===== config.mk =====
export PLATFORM = sky130hd
export DESIGN_NAME = instr_enc_loader
export DESIGN_NICKNAME = d
export VERILOG_FILES = /design/src/rtl/instr_enc_loader.sv
export SDC_FILE = /design/constraint.sdc
export NUM_CORES = 1
export LEC_CHECK = 0
export BUFFER_PORTS_ARGS = -buffer_cell sky130_fd_sc_hd__clkbuf_2
export CAP_MARGIN = 30
export CORE_MARGIN = 10
export CORE_UTILIZATION = 49
export CTS_BUF_LIST = sky130_fd_sc_hd__clkbuf_16
export CTS_CLUSTER_DIAMETER = 80
export DETAILED_ROUTE_END_ITERATION = 16
export PLACE_DENSITY = 0.84
export SYNTH_ARGS = -nofsm -noshare
export SYNTH_HDL_FRONTEND = slang
export SYNTH_SLANG_ARGS = --single-unit

===== constraint.sdc =====
create_clock -name clk -period 2.5 [get_ports clk]
set_input_delay 0.375 -clock clk [delete_from_list [all_inputs] [get_ports clk]]
set_output_delay 0.375 -clock clk [all_outputs]
set_load 0.01 [all_outputs]

===== src/rtl/instr_enc_loader.sv =====
// instr_enc_loader: packs decoded RV32I fields into 32-bit instruction words
// and streams them into instruction memory through a single-entry output
// register with valid/ready back-pressure. Bundles with bad immediates or an
// unknown format are swallowed and recorded in a sticky error flag.
module instr_enc_loader #(
    parameter int ADDR_W    = 10,
    parameter int BASE_ADDR = 0
) (
    input  logic              clk,
    input  logic              rst_n,
    input  logic              start,
    input  logic              in_valid,
    output logic              in_ready,
    input  logic [2:0]        fmt,
    input  logic [6:0]        opcode,
    input  logic [2:0]        funct3,
    input  logic [6:0]        funct7,
    input  logic [4:0]        rd,
    input  logic [4:0]        rs1,
    input  logic [4:0]        rs2,
    input  logic [31:0]       imm,
    output logic              wr_en,
    output logic [ADDR_W-1:0] wr_addr,
    output logic [31:0]       wr_data,
    input  logic              wr_ready,
    output logic [ADDR_W:0]   count,
    output logic              err,
    output logic [1:0]        err_code
);

    localparam logic [2:0] FMT_R = 3'd0;
    localparam logic [2:0] FMT_I = 3'd1;
    localparam logic [2:0] FMT_S = 3'd2;
    localparam logic [2:0] FMT_B = 3'd3;
    localparam logic [2:0] FMT_U = 3'd4;
    localparam logic [2:0] FMT_J = 3'd5;

    typedef enum logic [1:0] {
        ERR_NONE  = 2'd0,
        ERR_RANGE = 2'd1,
        ERR_ALIGN = 2'd2,
        ERR_FMT   = 2'd3
    } err_t;

    localparam logic [ADDR_W-1:0] BASE     = ADDR_W'(BASE_ADDR);
    localparam logic [ADDR_W-1:0] ADDR_ONE = ADDR_W'(1);
    localparam logic [ADDR_W:0]   CNT_ONE  = (ADDR_W + 1)'(1);
    localparam logic [ADDR_W:0]   CNT_MAX  = '1;

    logic        handshake;
    logic        accept;
    logic        bundle_ok;
    logic [31:0] enc_word;
    err_t        chk_code;

    // An immediate fits its field when every bit above the field's sign bit
    // is a copy of that sign bit.
    logic        rng_is;
    logic        rng_b;
    logic        rng_j;

    assign rng_is = (&imm[31:11]) | ~(|imm[31:11]);
    assign rng_b  = (&imm[31:12]) | ~(|imm[31:12]);
    assign rng_j  = (&imm[31:20]) | ~(|imm[31:20]);

    // The output register can take a new word when empty or when it drains
    // this cycle; start blocks intake so its flush is never mixed with a load.
    assign in_ready  = !start && (!wr_en || wr_ready);
    assign accept    = in_valid && in_ready;
    assign handshake = wr_en && wr_ready;
    assign bundle_ok = (chk_code == ERR_NONE);

    // Pack the fields for the selected format and classify the bundle;
    // the range check wins over alignment when both fail.
    always_comb begin
        enc_word = 32'h0;
        chk_code = ERR_NONE;
        case (fmt)
            FMT_R: begin
                enc_word = {funct7, rs2, rs1, funct3, rd, opcode};
            end
            FMT_I: begin
                enc_word = {imm[11:0], rs1, funct3, rd, opcode};
                if (!rng_is) chk_code = ERR_RANGE;
            end
            FMT_S: begin
                enc_word = {imm[11:5], rs2, rs1, funct3, imm[4:0], opcode};
                if (!rng_is) chk_code = ERR_RANGE;
            end
            FMT_B: begin
                enc_word = {imm[12], imm[10:5], rs2, rs1, funct3,
                            imm[4:1], imm[11], opcode};
                if (!rng_b)      chk_code = ERR_RANGE;
                else if (imm[0]) chk_code = ERR_ALIGN;
            end
            FMT_U: begin
                enc_word = {imm[31:12], rd, opcode};
                if (imm[11:0] != 12'h000) chk_code = ERR_ALIGN;
            end
            FMT_J: begin
                enc_word = {imm[20], imm[10:1], imm[11], imm[19:12], rd, opcode};
                if (!rng_j)      chk_code = ERR_RANGE;
                else if (imm[0]) chk_code = ERR_ALIGN;
            end
            default: begin
                chk_code = ERR_FMT;
            end
        endcase
    end

    // Output register, write pointer, word counter and sticky error; start
    // overrides everything and discards a pending word even if it would drain.
    always_ff @(posedge clk or negedge rst_n) begin
        if (!rst_n) begin
            wr_en    <= 1'b0;
            wr_data  <= 32'h0;
            wr_addr  <= BASE;
            count    <= '0;
            err      <= 1'b0;
            err_code <= ERR_NONE;
        end else if (start) begin
            wr_en    <= 1'b0;
            wr_addr  <= BASE;
            count    <= '0;
            err      <= 1'b0;
            err_code <= ERR_NONE;
        end else begin
            if (handshake) begin
                wr_addr <= wr_addr + ADDR_ONE;
                if (count != CNT_MAX) count <= count + CNT_ONE;
            end
            if (accept && bundle_ok) begin
                wr_en   <= 1'b1;
                wr_data <= enc_word;
            end else if (handshake) begin
                wr_en <= 1'b0;
            end
            if (accept && !bundle_ok) begin
                err <= 1'b1;
                if (err_code == ERR_NONE) err_code <= chk_code;
            end
        end
    end

endmodule


==> Word level (Yosys, flattened, before mapping) <==
Index checks and enable logic that the tools add are counted.
{ "totals": {"register_bits": 57, "out_inout_bits": 58, "elab_cells": 69} }
{ "op_classes": {"add_sub_neg": 2, "n_eq_ne": 6, "mux": 20, "bitwise": 7, "n_reduce_logical": 28} }
{ "op_table": {"columns": ["op", "count"], "rows": [
  ["$pmux 32 s6", 1],
  ["$mux 11", 3],
  ["$reduce_and 21->1", 1],
  ["$reduce_or 21->1", 1],
  ["$mux 10", 2],
  ["$reduce_and 20->1", 1],
  ["$reduce_or 20->1", 1],
  ["$mux 2", 7],
  ["$reduce_and 12->1", 1],
  ["$reduce_bool 12->1", 1],
  ["$reduce_or 12->1", 1],
  ["$add 11x1->11 const B", 1],
  ["$ne 11x11->1 const B", 1],
  ["$add 10x1->10 const B", 1],
  ["$pmux 2 s5", 1],
  ["$reduce_bool 2->1", 4],
  ["$eq 3x2->1 const B", 2],
  ["$eq 3x3->1 const B", 2],
  ["$mux 1", 6],
  ["$reduce_and 2->1", 3],
  ["$logic_and 1x1->1", 5],
  ["$logic_not 2->1", 2],
  ["$not 1->1", 4],
  ["$eq 3x1->1 const B", 1],
  ["6 further kinds", 10]
]} }

==> Longest topological paths before layout <==
Gate-level depths: netlist of the first run.
{ "logic_depth": {"depth_word": 10, "mapped_depth": 8, "mapped_depth_nobuf": 7} }

==> Worst setup path after synthesis of the first run <==
Ideal clock, no wire load.
{ "synth_path": {"path_type": "input port to flip-flop", "startpoint": "in imm[16]", "endpoint": "reg wr_data[10]", "arrival_time_ns": 2.335, "slack_ns": 0.040, "stages": 7, "n_path_buf": 1, "path_cell_list": "or4_1 nor2_1 a22oi_1 a31o_4 nor4_4 buf_6 mux2_4"} }
{ "synth_between": {"elab_chain_len": 8} }
{ "synth_lines": {"columns": ["element", "line", "rtl"], "rows": [
  ["from (decl)", "21", "input logic [31:0] imm,"],
  ["$reduce_or 21->1 / $reduce_or 20->1 (equally long branches)", "62, 63", null],
  ["$not 1->1, on equally long branches", "62, 63", null],
  ["$or 1x1->1, on equally long branches", "62, 63", null],
  ["$mux 1 / $mux 2 (equally long branches)", "84, 88, 93", null],
  ["$pmux 2 s5 *", "78", "case (fmt)"],
  ["$logic_not 2->1 *", "71", "assign bundle_ok = (chk_code == ERR_NONE);"],
  ["$logic_and 1x1->1 *", "132", "if (accept && bundle_ok) begin"],
  ["$reduce_and 2->1 (no source line) *", null, null],
  ["to (signal assigned)", "134", "wr_data <= enc_word;"],
  ["to (decl)", "24", "output logic [31:0] wr_data,"]
]} }
Every way passes the cells marked *; elsewhere a longest branch is shown, timed or not.
A chain may end at the register's enable or synchronous reset.

==> Worst setup path in the final report of the first run <==
{ "layout_path": {"startpoint": "in imm[16]", "endpoint": "reg wr_data[3]"} }
The elaborated chain is that of the path after synthesis.

==> results of run 1 <==
==> layout make-up <==
| type | count | share of cell area, % |
|---|---|---|
| well taps | 77 | 2.15 |
| flip-flops and latches | 57 | 31.8 |
| inverters | 24 | 2.01 |
| repair buffers | 157 | 19.6 |
| clock buffers | 9 | 5.02 |
| multi-input cells | 245 | 37.5 |
| clock inverters | 7 | 1.90 |
==> final timing paths <==
kind,startpoint,to,slack [ns],cells after the start
setup / recovery,imm[16],wr_data[3],0.16,9
hold / removal,rst_n,wr_addr[6],0.05,2
setup reg to reg,count[0],count[7],0.50,8
hold reg to reg,wr_data[14],wr_data[14],0.51,1
max in group asynchronous,rst_n,err_code[1],2.18,2
min in group clk,opcode[1],wr_data[1],0.29,3
==> cell usage in the layout, fill, tap and decap left out, drive strengths merged, types with 2 or more instances in the layout <==
cell / synthesis / layout
clkbuf: 13 / 138
dfrtp: 57 / 57
nand2: 45 / 45
nor2: 35 / 35
mux2: 29 / 29
buf: 5 / 28
o21ai: 27 / 27
inv: 24 / 24
mux2i: 15 / 15
xor2: 13 / 13
nand4: 12 / 12
a21oi: 11 / 11
and3: 9 / 9
xnor2: 6 / 6
a22oi: 6 / 6
nor4: 6 / 6
nor2b: 5 / 5
nand3: 5 / 5
nor3: 4 / 4
clkinv: 0 / 4
nand3b: 3 / 3
ha: 2 / 2
bufinv: 0 / 2
or4: 2 / 2
==> logic make-up after synthesis <==
group,after synthesis
AO/OA/AOI/OAI,51
adder cells (fa/ha/maj),2
flip-flops,57
buffers and inverters,42
AND/OR/NAND/NOR,129
multiplexers,44
XOR/XNOR,19
==> worst reg2reg max path, cell delays in order (launching register included) <==
cell and delay (ns):
dfrtp_1 0.43, ha_1 0.29, nand4_1 0.12, nor3_1 0.07
a2111oi_0 0.49, buf_4 0.21, nand3_1 0.09, xor2_1 0.14
nor2_1 0.05
==> state kept, by name, summed over array words and instances (netlist names) <==
register / cells
err: 1
wr_data: 32
err_code: 2
count: 11
wr_en: 1
wr_addr: 10
==> layer usage <==
metal | GRT usage (%) | share of wire (%) | wire length (microns) | vias up
met4 | 5.21 | 1.1 | 108 | 0
met5 | 0 | 0 | 0 | -
met2 | 31.1 | 48 | 4650 | 168
met1 | 22.9 | 42 | 4060 | 1488
li1 | - | - | - | 1485
met3 | 7.29 | 9.3 | 910 | 14
==> metrics by stage <==
step	TNS [ns]	util (%)
5_1_grt	0	69.8
3_5_place_dp	-3.49	65.0
3_3_place_gp	-3.13	65.0
4_1_cts	0	69.8
2_1_floorplan	0	-
6_report	0	69.8
==> power by group <==
part,internal (mW),leakage (nW),total [mW],switching (mW)
Combinational,0.389,1.43,0.746,0.358
Clock,0.860,0.150,1.27,0.413
Sequential,1.09,0.747,1.20,0.112
Total,2.34,2.33,3.22,0.883
==> flow_summary.toml, run 1 <==
[run_status]
outcome = "complete, no violations"

[floorplanning]
dieArea_sq_um = 10400
die_x_microns = 102
die_h_microns = 102
initial_utilization_pct = 51.2
ios = 130
fp.coreArea_sq_um = 6420
fp-row-count = 29

[placed_design]
pre_cts_ws_ns = -0.168
routabilityCongestion = 0.903
portBuffers = 129
dp.cells = 560
placed_area_sq_um = 4170
hpwl_mm = 7.66

[clocking]
cts_post_setup_buffers_inserted = 0
cts.path.max_buffers = 2
cts_sinks = 57
clock_latency_ns = 0.32
holdBufCountCts = 0
cts_resized = 0
ctsRootBufferMaster = "clkbuf_16"
cts_tree = "done"
cts.clk_slew.worst_paths_ns = 0.05
h-tree-depth = 3
cts_buffers = 9

[route]
wire_per_inst_microns = 16.9
wl_mm = 9.74
drtIter0Drc = 117
drcViolationCount = 0
ant_nets = 0
dr.pass1.iters = 4
vias = 3155
vias_per_cell = 5.48

[yosys]
syn-cell-area_sq_um = 3290
synth-edff-count = 0
synth_top_family_by_area = "simple AND/OR/NAND/NOR gates"
synth-seq-cells = 57
synth_fa_ha_area_share_pct = 0.761
synth.avg_cell_area_sq_um = 9.55
synth_simple_gate_area_share_pct = 19.0
yosysUniqueCellTypes = 36
yosysTopAreaCell = "dfrtp_1"
synth_seq_area_share_pct = 43.4
yosys.cell_count.top_type = "dfrtp_1"
syn-num-nets = 418
synth_top_cell_area_share_pct = 43.4
synth_xor_xnor_area_share_pct = 5.06
synthMuxAreaShare_pct = 17.1
synthCells = 344
synthTopCellsByCount = "57 x dfrtp_1, 45 x nand2_1, 35 x nor2_1, 27 x o21ai_0, 24 x inv_1"
synth-async-reset-ratio_pct = 100
synth_flop_cell = "dfrtp_1"
synth_compound_area_share_pct = 9.21
synth.area.top_cells = "dfrtp_1 43%, mux2_4 11%, nand2_1 5.1%, mux2i_1 4.6%, o21ai_0 4.1%"
yosysWarningCount = 0

[sta]
final_hold_viol_count = 0
rsz0062_at_grt = "false"
min_period_ns = 2.34
post-route-period-util_pct = 93.7
hold_slack_ns = 0.0548
finalClockSkew_ns = 0.00772
worst_pin_slew_ns = 0.673
drv_slew = 0
final.setup.worst_slack_ns = 0.156
max-slew-margin-rel_pct = 55.0
fmax_mhz = 427
setup_viol = 0

[run]
cap_violations = 0

[critical_path]
required_ns = 2.73
startpoint_type = "input port"
path_buf_inv = 3
crit_fanout = 9
slowest_delay_ns = 0.52
critPathKind = "in2reg"
crit_slowest_cell = "or4_1"
crit_path_end_kind = "register"
cp_top_family = "simple AND/OR/NAND/NOR gates"
cp_common_cell = "buf_4"
arrival_ns = 2.58
crit_chain = "clkbuf_2 > or4_1 > nor2_1 > a22oi_1 > a31o_4 > nor4_4 > buf_4 > buf_4 > mux2i_1"

[finish]
diodes = 0
drive_gt1_share_pct = 40.7
fillers = 479
finalNonFillerCells = 576
multi_input_area_sq_um = 1680
nets = 568
finalInstanceArea_sq_um = 4480
seq_area_sq_um = 1430
areaGrowthSynthToFinish_pct = 36.4

[global_routing]
track_usage_pct = 19.0
grt_pass1_vias = 3345
antenna_found_initial = 0
grt_max_degree = 58
overflow = 0
grt_pass1_wl_mm = 16.0

[pwr]
p_leak_nw = 2.33
totalPowerFinal_mw = 3.22
ir_worst_vdd_v = 0.000363
power_density_nw_per_um2 = 718

[min_path]
holdCritPathClass = "in2async"
Power figures use the tool's default switching activity.
==> inputs of run 2 (changes only) <==
clock period = 2.26 ns   (was 2.5 ns; I/O delays follow)
==> run 2 against run 1 <==
Against the previous run: worst hold slack worse by 0.034 ns; final area is 0.39% higher; first-iteration DRC count is 3.4% lower; wire length is 1.4% higher; critical path depth is 1 lower; critical endpoint is now wr_data[12]; largest cell class unchanged.
==> flow_summary.toml, run 2 (same netlist as run 1, synthesis figures left out) <==
[sta]
setup_viol = 0
finalClockSkew_ns = 0.00299
fmax_mhz = 452
final_hold_viol_count = 0
worst_pin_slew_ns = 0.691
min_period_ns = 2.21
final.setup.worst_slack_ns = 0.0493
max-slew-margin-rel_pct = 53.9
rsz0062_at_grt = "true"
drv_slew = 0
post-route-period-util_pct = 97.8

[critical_path]
slowest_delay_ns = 0.55
required_ns = 2.46
startpoint_type = "input port"
crit_path_end_kind = "register"
arrival_ns = 2.41
reg2reg_to = "wr_data[12]"
critPathKind = "in2reg"
rrSetupSlack_ns = 0.18
crit_slowest_cell = "or4_4"
crit_fanout = 15
crit_chain = "clkbuf_2 > or4_4 > nor2_4 > nand3b_1 > and3_1 > nor4_4 > buf_4 > mux2_4"
r2r_cells = 6
timing.rr.start = "wr_en"

[pwr]
power_density_nw_per_um2 = 792
share_seq_of_total_power_pct = 37.1
p_leak_nw = 2.34
power_frac_comb_pct = 23.2
p_clk_share_pct = 39.7
p_switching_mw = 0.983
ir_worst_vdd_v = 0.000487
cellInternalPower_mw = 2.58
totalPowerFinal_mw = 3.57
p_sw_share_pct = 27.6

[floorplanning]
die_h_microns = 102
ios = 130
die_x_microns = 102
fp.coreArea_sq_um = 6420
initial_utilization_pct = 51.2
dieArea_sq_um = 10400
fp-row-count = 29

[finish]
top_register = "wr_data"
layout_common_cells = "129 x clkbuf_2, 57 x dfrtp_1, 45 x nand2_1"
diodes = 0
largest_reg_flops = 32
post-route-util_pct = 70.1
nets = 571
drive_gt1_share_pct = 41.6
fillers = 487
reg.largest.list = "wr_data: 32 flops, count: 11 flops, wr_addr: 10 flops"
areaGrowthSynthToFinish_pct = 37.0
final_common_cell = "clkbuf_2"

[route]
vias = 3081
dr.pass1.iters = 6
ant_nets = 0
wl_mm = 9.88
vias_per_cell = 5.32
drcViolationCount = 0
wire_per_inst_microns = 17.1
drtIter0Drc = 113

[clocking]
cts_sinks = 57
cts.clk_slew.worst_paths_ns = 0.05
holdBufCountCts = 0
cts_tree = "done"
cts.path.max_buffers = 2
h-tree-depth = 3
clock_latency_ns = 0.32
cts_buffers = 9
ctsRootBufferMaster = "clkbuf_16"

[global_routing]
track_usage_pct = 19.1
overflow = 0
grt_pass1_vias = 3351
antenna_found_initial = 0
grt_max_degree = 26
grt_pass1_wl_mm = 15.8

[run_status]
outcome = "complete, no violations"

[run]
cap_violations = 0

[placed_design]
pre_cts_ws_ns = -0.244
hpwl_mm = 7.82
portBuffers = 129
routabilityCongestion = 0.895

[min_path]
holdCritPathClass = "in2async"
## run 2: worst max path at each step
stage / cells past startpoint / endpoint / start
5_1_grt: 8 / wr_data[21] / imm[17]
3_3_place_gp: 8 / wr_data[20] / imm[17]
2_1_floorplan: 7 / wr_data[10] / imm[17]
6_report: 8 / wr_data[12] / imm[17]
3_5_place_dp: 8 / wr_data[12] / imm[17]
4_1_cts: 9 / wr_data[0] / imm[17]
## run 2: what timing repair did
item	CTS	global route
setup buffers	0	0
setup endpoints to repair	0	3
resized for setup	0	1
## run 2: through the flow
| stage | TNS (ns) | hold WS (ns) | instances | cell area [sq um] |
|---|---|---|---|---|
| after floorplan | -1.56 | 0.0434 | 344 | 3300 |
| after global placement | -4.95 | 0.370 | 563 | 4190 |
| after detailed placement | -6.85 | 0.382 | 563 | 4190 |
| after CTS | 0 | 0.0394 | 579 | 4500 |
| after global routing | -0.0787 | 0.0763 | 579 | 4500 |
| final | 0 | 0.0204 | 579 | 4500 |
## run 2: power by group through the flow
stage	combinational (mW)	clock, mW	sequential, mW
finish	0.828	1.42	1.32
floorplan	0.352	0	1.40
global route	0.901	1.49	1.34
global placement	0.810	0	1.33
CTS	0.842	1.43	1.32
detailed placement	0.842	0	1.33
## run 2: layer usage
layer / vias to the layer above / GRT usage [%] / wire [microns]
met2: 130 / 32.1 / 4790
met5: - / 0 / 0
met3: 15 / 6.14 / 809
met4: 0 / 7.48 / 160
met1: 1449 / 22.1 / 4120
li1: 1487 / - / -
## run 2: final cells by class
type / count / area (sq um) / share of cell area [%]
multi-input combinational: 245 / 1700 / 37.7
sequential: 57 / 1430 / 31.7
timing repair buffer: 160 / 882 / 19.6
clock buffer: 9 / 225 / 5.00
tap: 77 / 96.3 / 2.14
inverter: 24 / 90.1 / 2.00
clock inverter: 7 / 85.1 / 1.89
## run 2: critical path: cells and delay by family
| family | cells | cell delay (ns) |
|---|---|---|
| and+or+nand+nor | 5 | 1.29 |
| buffers and inverters | 2 | 0.45 |
| muxes | 1 | 0.33 |
==> inputs of run 3 (changes only) <==
RECOVER_POWER = 50   (was unset)
==> run 3 against run 2 <==
Against the previous run: non-clock buffer count did not move; clock power barely moved; combinational power fell by 2.9%; flip-flop and latch count did not move; critical path depth did not move; final area fell by 0.64%; setup slack improved by 0.00095 ns; wire length fell by 0.34%; clock-buffer cell count did not move; die area did not move; global-route usage did not move; first-iteration DRC count fell by 3.5%; largest cell class unchanged; largest power group unchanged; highest routed layer unchanged.
==> flow_summary.toml, run 3 (same netlist as run 1, synthesis figures left out) <==
[run_status]
outcome = "complete, no violations"

[sta]
post-route-period-util_pct = 97.8
setup_viol = 0
tns_ns = 0
hold_slack_ns = 0.243
worst_pin_slew_ns = 1.28
fmax_mhz = 453
max-slew-margin-rel_pct = 14.7
finalClockSkew_ns = 0.00314
final.setup.worst_slack_ns = 0.0502
min_period_ns = 2.21
drv_slew = 0
final_hold_viol_count = 0
rsz0062_at_grt = "true"

[route]
vias = 3081
drcViolationCount = 0
ant_nets = 0
vias_per_cell = 5.32
dr.pass1.iters = 7
wire_per_inst_microns = 17.0
wl_mm = 9.84
drtIter0Drc = 109

[critical_path]
crit_path_end_kind = "register"
critPathKind = "in2reg"
crit_fanout = 15
required_ns = 2.46
arrival_ns = 2.41
startpoint_type = "input port"

[floorplanning]
fp.coreArea_sq_um = 6420
dieArea_sq_um = 10400
die_x_microns = 102
die_h_microns = 102
ios = 130
fp-row-count = 29
initial_utilization_pct = 51.2

[finish]
drive_gt1_share_pct = 37.8
largest_reg_flops = 32
top_register = "wr_data"
reg.largest.list = "wr_data: 32 flops, count: 11 flops, wr_addr: 10 flops"
finalInstanceArea_sq_um = 4470
nets = 571
areaGrowthSynthToFinish_pct = 36.1
final_common_cell = "clkbuf_2"
fillers = 493
post-route-util_pct = 69.6
diodes = 0
layout_common_cells = "112 x clkbuf_2, 57 x dfrtp_1, 45 x nand2_1"
finalNonFillerCells = 579

[global_routing]
grt_pass1_wl_mm = 15.8
grt_max_degree = 26
antenna_found_initial = 0
grt_pass1_vias = 3351
track_usage_pct = 19.1
overflow = 0

[pwr]
totalPowerFinal_mw = 3.54
p_switching_mw = 0.979
ir_worst_vdd_v = 0.000486
share_seq_of_total_power_pct = 37.3
power_frac_comb_pct = 22.7
cellInternalPower_mw = 2.56
power_density_nw_per_um2 = 791
p_clk_share_pct = 39.9
p_leak_nw = 2.28
p_sw_share_pct = 27.7

[min_path]
holdCritPathClass = "in2reg"

[placed_design]
placed_area_sq_um = 4190
dp.cells = 563
hpwl_mm = 7.82
routabilityCongestion = 0.895
portBuffers = 129
pre_cts_ws_ns = -0.244

[clocking]
h-tree-depth = 3
cts_sinks = 57
holdBufCountCts = 0
ctsRootBufferMaster = "clkbuf_16"
cts.clk_slew.worst_paths_ns = 0.05
cts.path.max_buffers = 2
cts_tree = "done"
clock_latency_ns = 0.32
cts_buffers = 9

[run]
cap_violations = 0
==> run 3: cell count changes in the layout (fill, tap and decap cells not counted), sizes merged <==
cell | before | now
buf | 31 | 29
clkbuf | 138 | 140
==> run 3: what timing repair did <==
action / in CTS / in global routing
gates resized for setup: 0 / 1
buffers inserted: 0 / 0
setup endpoints to repair: 0 / 3
==> run 3: worst max-delay path, stage by stage <==
cell and delay (ns):
clkbuf_2 0.11, or4_4 0.55, nor2_4 0.15, nand3b_1 0.08, and3_1 0.19, nor4_4 0.32
buf_4 0.34, mux2_4 0.33
==> run 3: worst paths after layout <==
path                                  from     endpoint  slack (ns)  cells past startpoint
worst max-delay path               imm[17]  wr_data[12]        0.05                      8
worst min-delay path             opcode[5]   wr_data[5]        0.24                      3
worst max register to register       wr_en  wr_data[12]        0.18                      6
worst min register to register  wr_data[7]   wr_data[7]        0.51                      1
max in group asynchronous            rst_n     count[3]        0.60                      2
min in group asynchronous            rst_n   wr_data[0]        0.28                      1
==> run 3: power by group through the flow <==
| stage | Clock, mW | Combinational (mW) | Sequential (mW) |
|---|---|---|---|
| detailed placement | 0 | 0.842 | 1.33 |
| global placement | 0 | 0.810 | 1.33 |
| CTS | 1.43 | 0.842 | 1.32 |
| floorplan | 0 | 0.352 | 1.40 |
| global route | 1.49 | 0.878 | 1.34 |
| finish | 1.41 | 0.804 | 1.32 |
==> run 3: area by class of cell <==
class | count | area (sq um) | area share [%]
Clock buffer | 9 | 225 | 5.03
Clock inverter | 7 | 85.1 | 1.90
Inverter | 24 | 90.1 | 2.01
Multi-Input combinational cell | 245 | 1700 | 37.9
Sequential cell | 57 | 1430 | 31.9
Tap cell | 77 | 96.3 | 2.15
Timing Repair Buffer | 160 | 853 | 19.1
==> run 3: per-layer routing <==
layer	up-vias	track usage, %	share of wire, %
li1	1488	-	-
met1	1456	22.1	42
met2	122	32.1	48
met3	15	6.14	7.7
met4	0	7.48	1.6
met5	-	0	0
